### config.mk
export PLATFORM = sky130hd
export DESIGN_NAME = mem_arbiter
export DESIGN_NICKNAME = d
export VERILOG_FILES = /design/src/rtl/mem_arbiter_pkg.sv /design/src/rtl/mem_arbiter.sv
export SDC_FILE = /design/constraint.sdc
export NUM_CORES = 1
export LEC_CHECK = 0
export BUFFER_PORTS_ARGS = -buffer_cell sky130_fd_sc_hd__buf_2
export CORE_MARGIN = 2
export CORE_UTILIZATION = 46
export CTS_CLUSTER_DIAMETER = 120
export DETAILED_ROUTE_END_ITERATION = 7
export PLACE_DENSITY = 0.77
export SKIP_CTS_REPAIR_TIMING = 1
export SYNTH_ARGS = -nofsm -noshare
export SYNTH_HDL_FRONTEND = slang
export SYNTH_SLANG_ARGS = --single-unit
export TNS_END_PERCENT = 30
### constraint.sdc
create_clock -name clk_in -period 2.1 [get_ports clk_in]
set_input_delay 0 -clock clk_in [delete_from_list [all_inputs] [get_ports clk_in]]
set_output_delay 0 -clock clk_in [all_outputs]
set_load 0.01 [all_outputs]
### src/rtl/mem_arbiter_pkg.sv
// -----------------------------------------------------------------------------
// mem_arbiter_pkg
// Shared memory-interface definitions used by the memory arbiter and its
// requesters:
//   - arbiter state encoding (IDLE / LSB / IF / GAP)
//   - mc_len access-size codes (byte 000, half 001, word 010, bit 2 = signed)
//   - default instruction-line length in words
//   - helper for computing the address of a word inside a line
// -----------------------------------------------------------------------------
package mem_arbiter_pkg;

    localparam logic [1:0] ST_IDLE = 2'd0;
    localparam logic [1:0] ST_LSB  = 2'd1;
    localparam logic [1:0] ST_IF   = 2'd2;
    localparam logic [1:0] ST_GAP  = 2'd3;

    localparam logic [2:0] LEN_BYTE = 3'b000;
    localparam logic [2:0] LEN_HALF = 3'b001;
    localparam logic [2:0] LEN_WORD = 3'b010;
    localparam int         LEN_SIGNED_BIT = 2;

    localparam int LINE_WORDS_DEFAULT = 4;

    // Byte address of word 'idx' in a line starting at 'base'; wraps mod 2^32.
    function automatic logic [31:0] line_word_addr(input logic [31:0] base,
                                                   input logic [31:0] idx);
        return base + (idx << 2);
    endfunction

endpackage

### src/rtl/mem_arbiter.sv
// -----------------------------------------------------------------------------
// mem_arbiter
// Arbitrates a single memory controller between the instruction-fetch line
// filler (IF) and the load/store buffer (LSB). A granted LSB request is passed
// through as one controller transaction; a granted IF request is expanded into
// LINE_WORDS word reads. Every controller transaction is followed by one GAP
// cycle with mc_waiting low. All outputs are registered.
//
// Ports
//   clk_in, rst_in (async, active-low), rdy_in (global stall), RoB_clear (flush)
//   if_req/if_addr                     : line fill request (line-aligned base)
//   if_word_valid/if_word_idx/if_word  : one returned fill word
//   if_done                            : pulsed with the last word of a line
//   lsb_req/lsb_wr/lsb_len/lsb_addr/lsb_value : load/store request
//   lsb_done/lsb_result                : load/store completion
//   mc_waiting/mc_wr/mc_len/mc_addr/mc_value  : controller request
//   mc_ready/mc_result                 : controller response
// -----------------------------------------------------------------------------
module mem_arbiter
    import mem_arbiter_pkg::*;
#(
    parameter int LINE_WORDS = LINE_WORDS_DEFAULT
) (
    input  logic                          clk_in,
    input  logic                          rst_in,
    input  logic                          rdy_in,
    input  logic                          RoB_clear,
    input  logic                          if_req,
    input  logic [31:0]                   if_addr,
    output logic                          if_word_valid,
    output logic [$clog2(LINE_WORDS)-1:0] if_word_idx,
    output logic [31:0]                   if_word,
    output logic                          if_done,
    input  logic                          lsb_req,
    input  logic                          lsb_wr,
    input  logic [2:0]                    lsb_len,
    input  logic [31:0]                   lsb_addr,
    input  logic [31:0]                   lsb_value,
    output logic                          lsb_done,
    output logic [31:0]                   lsb_result,
    output logic                          mc_waiting,
    output logic                          mc_wr,
    output logic [2:0]                    mc_len,
    output logic [31:0]                   mc_addr,
    output logic [31:0]                   mc_value,
    input  logic                          mc_ready,
    input  logic [31:0]                   mc_result
);

    localparam int               IDX_W    = $clog2(LINE_WORDS);
    localparam logic [IDX_W-1:0] LAST_IDX = IDX_W'(LINE_WORDS - 1);

    logic [1:0]       state_q, state_d;
    logic             last_lsb_q, last_lsb_d;      // previous grant went to LSB
    logic [IDX_W-1:0] word_idx_q, word_idx_d;
    logic [31:0]      base_q, base_d;
    logic             mc_waiting_q, mc_waiting_d;
    logic             mc_wr_q, mc_wr_d;
    logic [2:0]       mc_len_q, mc_len_d;
    logic [31:0]      mc_addr_q, mc_addr_d;
    logic [31:0]      mc_value_q, mc_value_d;
    logic             lsb_done_q, lsb_done_d;
    logic [31:0]      lsb_result_q, lsb_result_d;
    logic             if_word_valid_q, if_word_valid_d;
    logic [IDX_W-1:0] if_word_idx_q, if_word_idx_d;
    logic [31:0]      if_word_q, if_word_d;
    logic             if_done_q, if_done_d;
    logic [IDX_W-1:0] next_idx;

    always_comb begin
        state_d         = state_q;
        last_lsb_d      = last_lsb_q;
        word_idx_d      = word_idx_q;
        base_d          = base_q;
        mc_waiting_d    = mc_waiting_q;
        mc_wr_d         = mc_wr_q;
        mc_len_d        = mc_len_q;
        mc_addr_d       = mc_addr_q;
        mc_value_d      = mc_value_q;
        lsb_done_d      = lsb_done_q;
        lsb_result_d    = lsb_result_q;
        if_word_valid_d = if_word_valid_q;
        if_word_idx_d   = if_word_idx_q;
        if_word_d       = if_word_q;
        if_done_d       = if_done_q;
        next_idx        = word_idx_q + IDX_W'(1);

        // Flush beats the stall: a mispredict must abort even while frozen.
        if (RoB_clear) begin
            state_d         = ST_IDLE;
            word_idx_d      = '0;
            mc_waiting_d    = 1'b0;
            lsb_done_d      = 1'b0;
            if_word_valid_d = 1'b0;
            if_done_d       = 1'b0;
        end else if (rdy_in) begin
            case (state_q)
                ST_IDLE: begin
                    lsb_done_d      = 1'b0;
                    if_word_valid_d = 1'b0;
                    if_done_d       = 1'b0;
                    // On contention LSB wins unless it also won last time.
                    if (lsb_req && (!if_req || !last_lsb_q)) begin
                        state_d      = ST_LSB;
                        last_lsb_d   = 1'b1;
                        mc_waiting_d = 1'b1;
                        mc_wr_d      = lsb_wr;
                        mc_len_d     = lsb_len;
                        mc_addr_d    = lsb_addr;
                        mc_value_d   = lsb_value;
                    end else if (if_req) begin
                        state_d      = ST_IF;
                        last_lsb_d   = 1'b0;
                        base_d       = if_addr;
                        word_idx_d   = '0;
                        mc_waiting_d = 1'b1;
                        mc_wr_d      = 1'b0;
                        mc_len_d     = LEN_WORD;
                        mc_addr_d    = if_addr;
                        mc_value_d   = '0;
                    end
                end
                ST_LSB: begin
                    if (mc_waiting_q && mc_ready) begin
                        state_d      = ST_GAP;
                        mc_waiting_d = 1'b0;
                        lsb_done_d   = 1'b1;
                        lsb_result_d = mc_result;
                    end
                end
                ST_IF: begin
                    if (mc_waiting_q && mc_ready) begin
                        state_d         = ST_GAP;
                        mc_waiting_d    = 1'b0;
                        if_word_valid_d = 1'b1;
                        if_word_idx_d   = word_idx_q;
                        if_word_d       = mc_result;
                        if_done_d       = (word_idx_q == LAST_IDX);
                    end
                end
                ST_GAP: begin
                    lsb_done_d      = 1'b0;
                    if_word_valid_d = 1'b0;
                    if_done_d       = 1'b0;
                    // A word-valid without done means this GAP sits inside a
                    // line fill, so the fill continues without re-arbitration.
                    if (if_word_valid_q && !if_done_q) begin
                        state_d      = ST_IF;
                        word_idx_d   = next_idx;
                        mc_waiting_d = 1'b1;
                        mc_wr_d      = 1'b0;
                        mc_len_d     = LEN_WORD;
                        mc_addr_d    = line_word_addr(base_q, 32'(next_idx));
                        mc_value_d   = '0;
                    end else begin
                        state_d    = ST_IDLE;
                        word_idx_d = '0;
                    end
                end
                default: state_d = ST_IDLE;
            endcase
        end
    end

    always_ff @(posedge clk_in or negedge rst_in) begin
        if (!rst_in) begin
            state_q         <= ST_IDLE;
            last_lsb_q      <= 1'b0;
            word_idx_q      <= '0;
            base_q          <= '0;
            mc_waiting_q    <= 1'b0;
            mc_wr_q         <= 1'b0;
            mc_len_q        <= 3'b000;
            mc_addr_q       <= '0;
            mc_value_q      <= '0;
            lsb_done_q      <= 1'b0;
            lsb_result_q    <= '0;
            if_word_valid_q <= 1'b0;
            if_word_idx_q   <= '0;
            if_word_q       <= '0;
            if_done_q       <= 1'b0;
        end else begin
            state_q         <= state_d;
            last_lsb_q      <= last_lsb_d;
            word_idx_q      <= word_idx_d;
            base_q          <= base_d;
            mc_waiting_q    <= mc_waiting_d;
            mc_wr_q         <= mc_wr_d;
            mc_len_q        <= mc_len_d;
            mc_addr_q       <= mc_addr_d;
            mc_value_q      <= mc_value_d;
            lsb_done_q      <= lsb_done_d;
            lsb_result_q    <= lsb_result_d;
            if_word_valid_q <= if_word_valid_d;
            if_word_idx_q   <= if_word_idx_d;
            if_word_q       <= if_word_d;
            if_done_q       <= if_done_d;
        end
    end

    assign mc_waiting    = mc_waiting_q;
    assign mc_wr         = mc_wr_q;
    assign mc_len        = mc_len_q;
    assign mc_addr       = mc_addr_q;
    assign mc_value      = mc_value_q;
    assign lsb_done      = lsb_done_q;
    assign lsb_result    = lsb_result_q;
    assign if_word_valid = if_word_valid_q;
    assign if_word_idx   = if_word_idx_q;
    assign if_word       = if_word_q;
    assign if_done       = if_done_q;

endmodule

# Word level (Yosys, flattened, before mapping)
# Index checks and enable logic that the tools add are counted.
[classes]
bitwise_logic = 2
order_cmp = 0
multipliers = 0
shift = 0
mux = 48
n_eq_ne = 13
n_addsub = 2
div = 0
n_reduce_logical = 26
[ops]
columns = ["cell", "count"]
rows = [
  ["$mux W32", 6],
  ["$pmux W32 S2", 2],
  ["$add A32 B4 Y32", 1],
  ["$mux W2", 11],
  ["$reduce_and A4 Y1", 5],
  ["$mux W1", 18],
  ["$ne A3 B3 Y1 const B", 6],
  ["$reduce_and A5 Y1", 2],
  ["$mux W3", 3],
  ["$reduce_and A3 Y1", 3],
  ["$reduce_bool A3 Y1", 3],
  ["$pmux W1 S2", 4],
  ["$eq A2 B2 Y1 const B", 3],
  ["$pmux W2 S3", 1],
  ["$pmux W3 S2", 1],
  ["$reduce_bool A2 Y1", 3],
  ["$ne A4 B4 Y1 const B", 1],
  ["$pmux W2 S2", 1],
  ["$reduce_or A2 Y1", 2],
  ["$logic_and A1 B1 Y1", 3],
  ["$logic_not A1 Y1", 3],
  ["$ne A3 B1 Y1 const B", 1],
  ["$pmux W1 S3", 1],
  ["$add A2 B1 Y2 const B", 1],
  ["other kinds (5)", 6],
]
[totals]
memories = 0
ff_bits = 175
mem_bits_rw = 0
latchBits = 0
rom_bits = 0
input_bits = 139

# Depth between registers and ports, before layout
[depth]
depth_word = 7
depth_mapped = 9
depth_no_buf = 8

# Worst setup path after synthesis
# OpenSTA, ideal clock, no wires.
[synth_timing]
path_kind = "register to register"
from = "register word_idx_q[0]"
to = "register mc_addr_q[18] (netlist: mc_addr[18])"
slack_ns = 0.087
arrival_time_ns = 1.937
path_buffers = 0
stages_incl_launch_ff = 8
period_less_slack_ns = 2.013
required_time_ns = 2.024
path_cell_list = "dfrtp_1 ha_1 fa_1 nand4_1 nor4_1 nand3_1 xor2_1 o21ai_1"
[synth_between]
elab_chain_len = 4
[synth_rtl]
columns = ["item", "line", "source"]
rows = [
  ["start: declaration", "mem_arbiter.sv:55", "logic [IDX_W-1:0] word_idx_q, word_idx_d;"],
  ["start signal: assignment", "mem_arbiter.sv:185", "word_idx_q <= word_idx_d;"],
  ["$add A2 B1 Y2", "mem_arbiter.sv:86", "next_idx = word_idx_q + IDX_W'(1);"],
  ["$add A32 B4 Y32", "mem_arbiter_pkg.sv:27", "return base + (idx << 2);"],
  ["$mux W32", "mem_arbiter.sv:147", "if (if_word_valid_q && !if_done_q) begin"],
  ["$pmux W32 S2", "mem_arbiter.sv:97", "case (state_q)"],
  ["end signal: assignment", "mem_arbiter.sv:190", "mc_addr_q <= mc_addr_d;"],
  ["end: declaration", "mem_arbiter.sv:60", "logic [31:0] mc_addr_q, mc_addr_d;"],
]
# No other way between the ends. The select of a mux whose other input is x is not followed.
# A chain may end at the register's enable or synchronous reset.

# Worst setup path in the final report
[layout_timing]
from = "register word_idx_q[0]"
to = "register mc_addr_q[21] (netlist: mc_addr[21])"
# Same word-level chain as after synthesis.

==> run_results.csv <==
group,metric,value,unit
worst_setup_path,r2r_start,"word_idx_q[0]$_DFFE_PN0P_",
outcome,violations,"hold timing",
worst_setup_path,cpPeakStageDelay,0.42,ns
sta,whs,-0.01340,ns
synthesis,yosys_warnings,0,
place,dp.final_hpwl,15.52,mm
worst_setup_path,critPathRequiredTime,2.41,ns
synthesis,syn_avg_cell_area,11.24,µm²
worst_setup_path,cp_slowest_cell,"dfrtp_1",
clock_network,cts_buffers,17,
pwr,ir_drop,0.7428,mV
drt,wl_per_cell,17.91,µm
outcome,status,"finished with violations",
sta,final-hold-violation-count,5,
clock_network,htreeDepth,4,
sta,setup_violations,0,
synthesis,synth-edff-count,0,
worst_hold_path,hold_end,"mc_addr[12]$_DFFE_PN0P_",
worst_setup_path,worst_r2r_endpoint,"mc_addr[21]$_DFFE_PN0P_",
die,die_x,136,µm
worst_hold_path,worstHoldStart,"lsb_addr[12]",
place,portBuffers,276,
synthesis,synth_seq_area_share,0.5464,
global_routing,grt_usage,0.2292,
sta,post-route-period-util,0.9698,
place,place.gp.congestion,0.8778,
synthesis,synth_top_area_share,0.5464,
synthesis,yosys.area.top_type,"dfrtp_1",
sta,fmax,491.0,MHz
worst_setup_path,r2r_slack,0.06,ns
worst_setup_path,crit_fanout,5,
worst_setup_path,worst-r2r-cell-count,9,
die,die_h,136,µm
worst_hold_path,min_path_cells,4,
synthesis,synth_most_common_cell,"dfrtp_1",
cells_and_area,area_growth,46.85,%
pwr,power.total,0.01452,W
drt,drt_iter0_drc,386,
clock_network,clkSinkCount,175,
clock_network,path_clk_slew,0.07,ns
sta,drv_slew,0,
place,placed_area,9856,µm²
drt,wl,24.35,mm
global_routing,grt_pass1_wl,33.05,mm
clock_network,clock_tree.buffer_depth,2,
drt,drc_errors,0,
cells_and_area,num_antenna_cells,0,
sta,grt_setup_unrepaired,"yes",
cells_and_area,fillers,1240,
synthesis,synthFlopType,"dfrtp_1",
synthesis,synth.distinct_cells,56,
sta,worst_slew_margin_rel,0.6133,
cells_and_area,utilization,0.6852,
drt,drtPass1Iterations,8,
clock_network,clock_latency,0.43,ns
synthesis,synth_area,8015,µm²
pwr,p_leak,6.017,nW
worst_setup_path,crit_type,"flip-flop to flip-flop",
clock_network,cts_tree,"done",
synthesis,synth_fp_nets,860,
synthesis,synth_commonest_cells,"dfrtp_1 (175), nand2_1 (116), mux2_2 (95)",
die,coreArea,17180,µm²
global_routing,antenna_found_initial,0,
cells_and_area,drive_gt1_frac,0.4167,
worst_setup_path,end_kind,"flip-flop",
sta,skew,0.01268,ns
global_routing,grt_start_max_net_pins,58,
synthesis,synth_cells,713,
worst_setup_path,critPathArrivalTime,2.35,ns
synthesis,async_flop_share,1.000,
drt,vias_per_cell,5.309,
worst_setup_path,path_cells,"ha_4 -> ha_4 -> a21oi_2 -> buf_6 -> nor3_4 -> buf_6 -> nand4_1 -> xnor2_1 -> o221a_2",
die,rows,48,
synthesis,synthTopCellsByArea,"dfrtp_1 (55%), mux2_2 (13%), nand2_1 (5.4%), mux2i_1 (3.7%), nand3_1 (3.1%)",
cells_and_area,layout.nets,1269,
global_routing,grt_pass1_vias,6411,
run,maxCapViolCount,0,
place,dp.cells,1209,
sta,worstMarginPinSlew,0.5801,ns
sta,post-route-min-period,2.037,ns
pwr,power_density,1234,nW/µm²
die,die_area,18500,µm²
clock_network,cts_root_buf,"clkbuf_16",
die,io_pins,277,
worst_hold_path,hold_class,"input port to flip-flop",
drt,drtAntennaViolNets,0,
cells_and_area,final_cell_count_no_fill,1360,
synthesis,synth_seq_cells,175,
worst_setup_path,worstSetupStartpointType,"flip-flop",
drt,vias,7220,
cells_and_area,final_area,11770,µm²
die,initial_core_util,0.4666,
global_routing,grt_overflow,0,
metal layers:
layer | GRT usage | wire length, µm | vias to the layer above
met3 | 0.04735 | 1652 | 53
met4 | 0.08507 | 559 | 0
met2 | 0.3758 | 12250 | 323
met1 | 0.3008 | 9893 | 3520
met5 | 0 | 0 | -
li1 | - | - | 3324
sequential cells by signal (all words and copies together), names as in the netlist, 3 cells and up:
register    flops
base_q         32
if_word        32
lsb_result     32
mc_addr        32
mc_len          3
mc_value       32
cell usage in the layout (no fill, tap or decap), types with 21 or more instances in the layout:
| cell | n |
|---|---|
| nand2_1 | 116 |
| a21oi_1 | 22 |
| nor2_1 | 21 |
| buf_2 | 275 |
| buf_4 | 26 |
| nand3_1 | 49 |
| dlygate4sd3_1 | 112 |
| mux2_2 | 95 |
| o21ai_0 | 31 |
| dfrtp_1 | 175 |
| mux2i_1 | 30 |
worst max-delay path: cells and delay by family, from the launching register on:
family	cells	cell delay (ns)
fa+ha+maj	2	0.55
flops	1	0.42
compound gates	2	0.28
buf+inv	2	0.28
simple gates	2	0.26
xor+xnor	1	0.15
cells by family (layout without fill, tap and decap cells):
| group | count (synthesis) | in the layout | share of synthesized area |
|---|---|---|---|
| simple gates | 237 | 237 | 0.1411 |
| flops | 175 | 175 | 0.5464 |
| mux | 126 | 126 | 0.1723 |
| compound gates | 90 | 90 | 0.06837 |
| buf+inv | 51 | 473 | 0.02997 |
| xor+xnor | 26 | 26 | 0.02841 |
| fa+ha+maj | 8 | 8 | 0.01342 |
layout make-up:
cell class	count	area, µm²	share of cell area
Timing Repair Buffer	430	2959	0.2514
Inverter	11	41.29	0.003508
Sequential cell	175	4379	0.3721
Multi-Input combinational cell	487	3511	0.2983
Clock buffer	17	425.4	0.03614
Tap cell	225	281.5	0.02392
Clock inverter	15	172.7	0.01467
how the worst max path moves through the flow:
stage          slack, ns                       from                 endpoint
6_report            0.06  word_idx_q[0]$_DFFE_PN0P_  mc_addr[21]$_DFFE_PN0P_
4_1_cts            -0.12  word_idx_q[0]$_DFFE_PN0P_  mc_addr[16]$_DFFE_PN0P_
3_3_place_gp        0.03  word_idx_q[0]$_DFFE_PN0P_  mc_addr[24]$_DFFE_PN0P_
5_1_grt            -0.03     state_q[0]$_DFFE_PN0P_  mc_addr[22]$_DFFE_PN0P_
2_1_floorplan       0.09  word_idx_q[0]$_DFFE_PN0P_  mc_addr[18]$_DFFE_PN0P_
3_5_place_dp       -0.05  word_idx_q[0]$_DFFE_PN0P_  mc_addr[16]$_DFFE_PN0P_
report_power, final:
group	total (W)	switching (W)	leakage, nW	internal, W
clock	0.00319	0.00149	0.286	0.00170
combinational	0.00542	0.00279	3.46	0.00263
sequential	0.00591	0.00109	2.27	0.00482
through the flow:
step | setup WS [ns] | TNS [ns]
2_1_floorplan | 0.08689 | 0
3_3_place_gp | 0.03157 | 0
3_5_place_dp | -0.04695 | -0.1263
4_1_cts | -0.1233 | -0.4232
5_1_grt | -0.03261 | -0.09726
6_report | 0.06348 | 0
(Power assumes the default switching activity.)
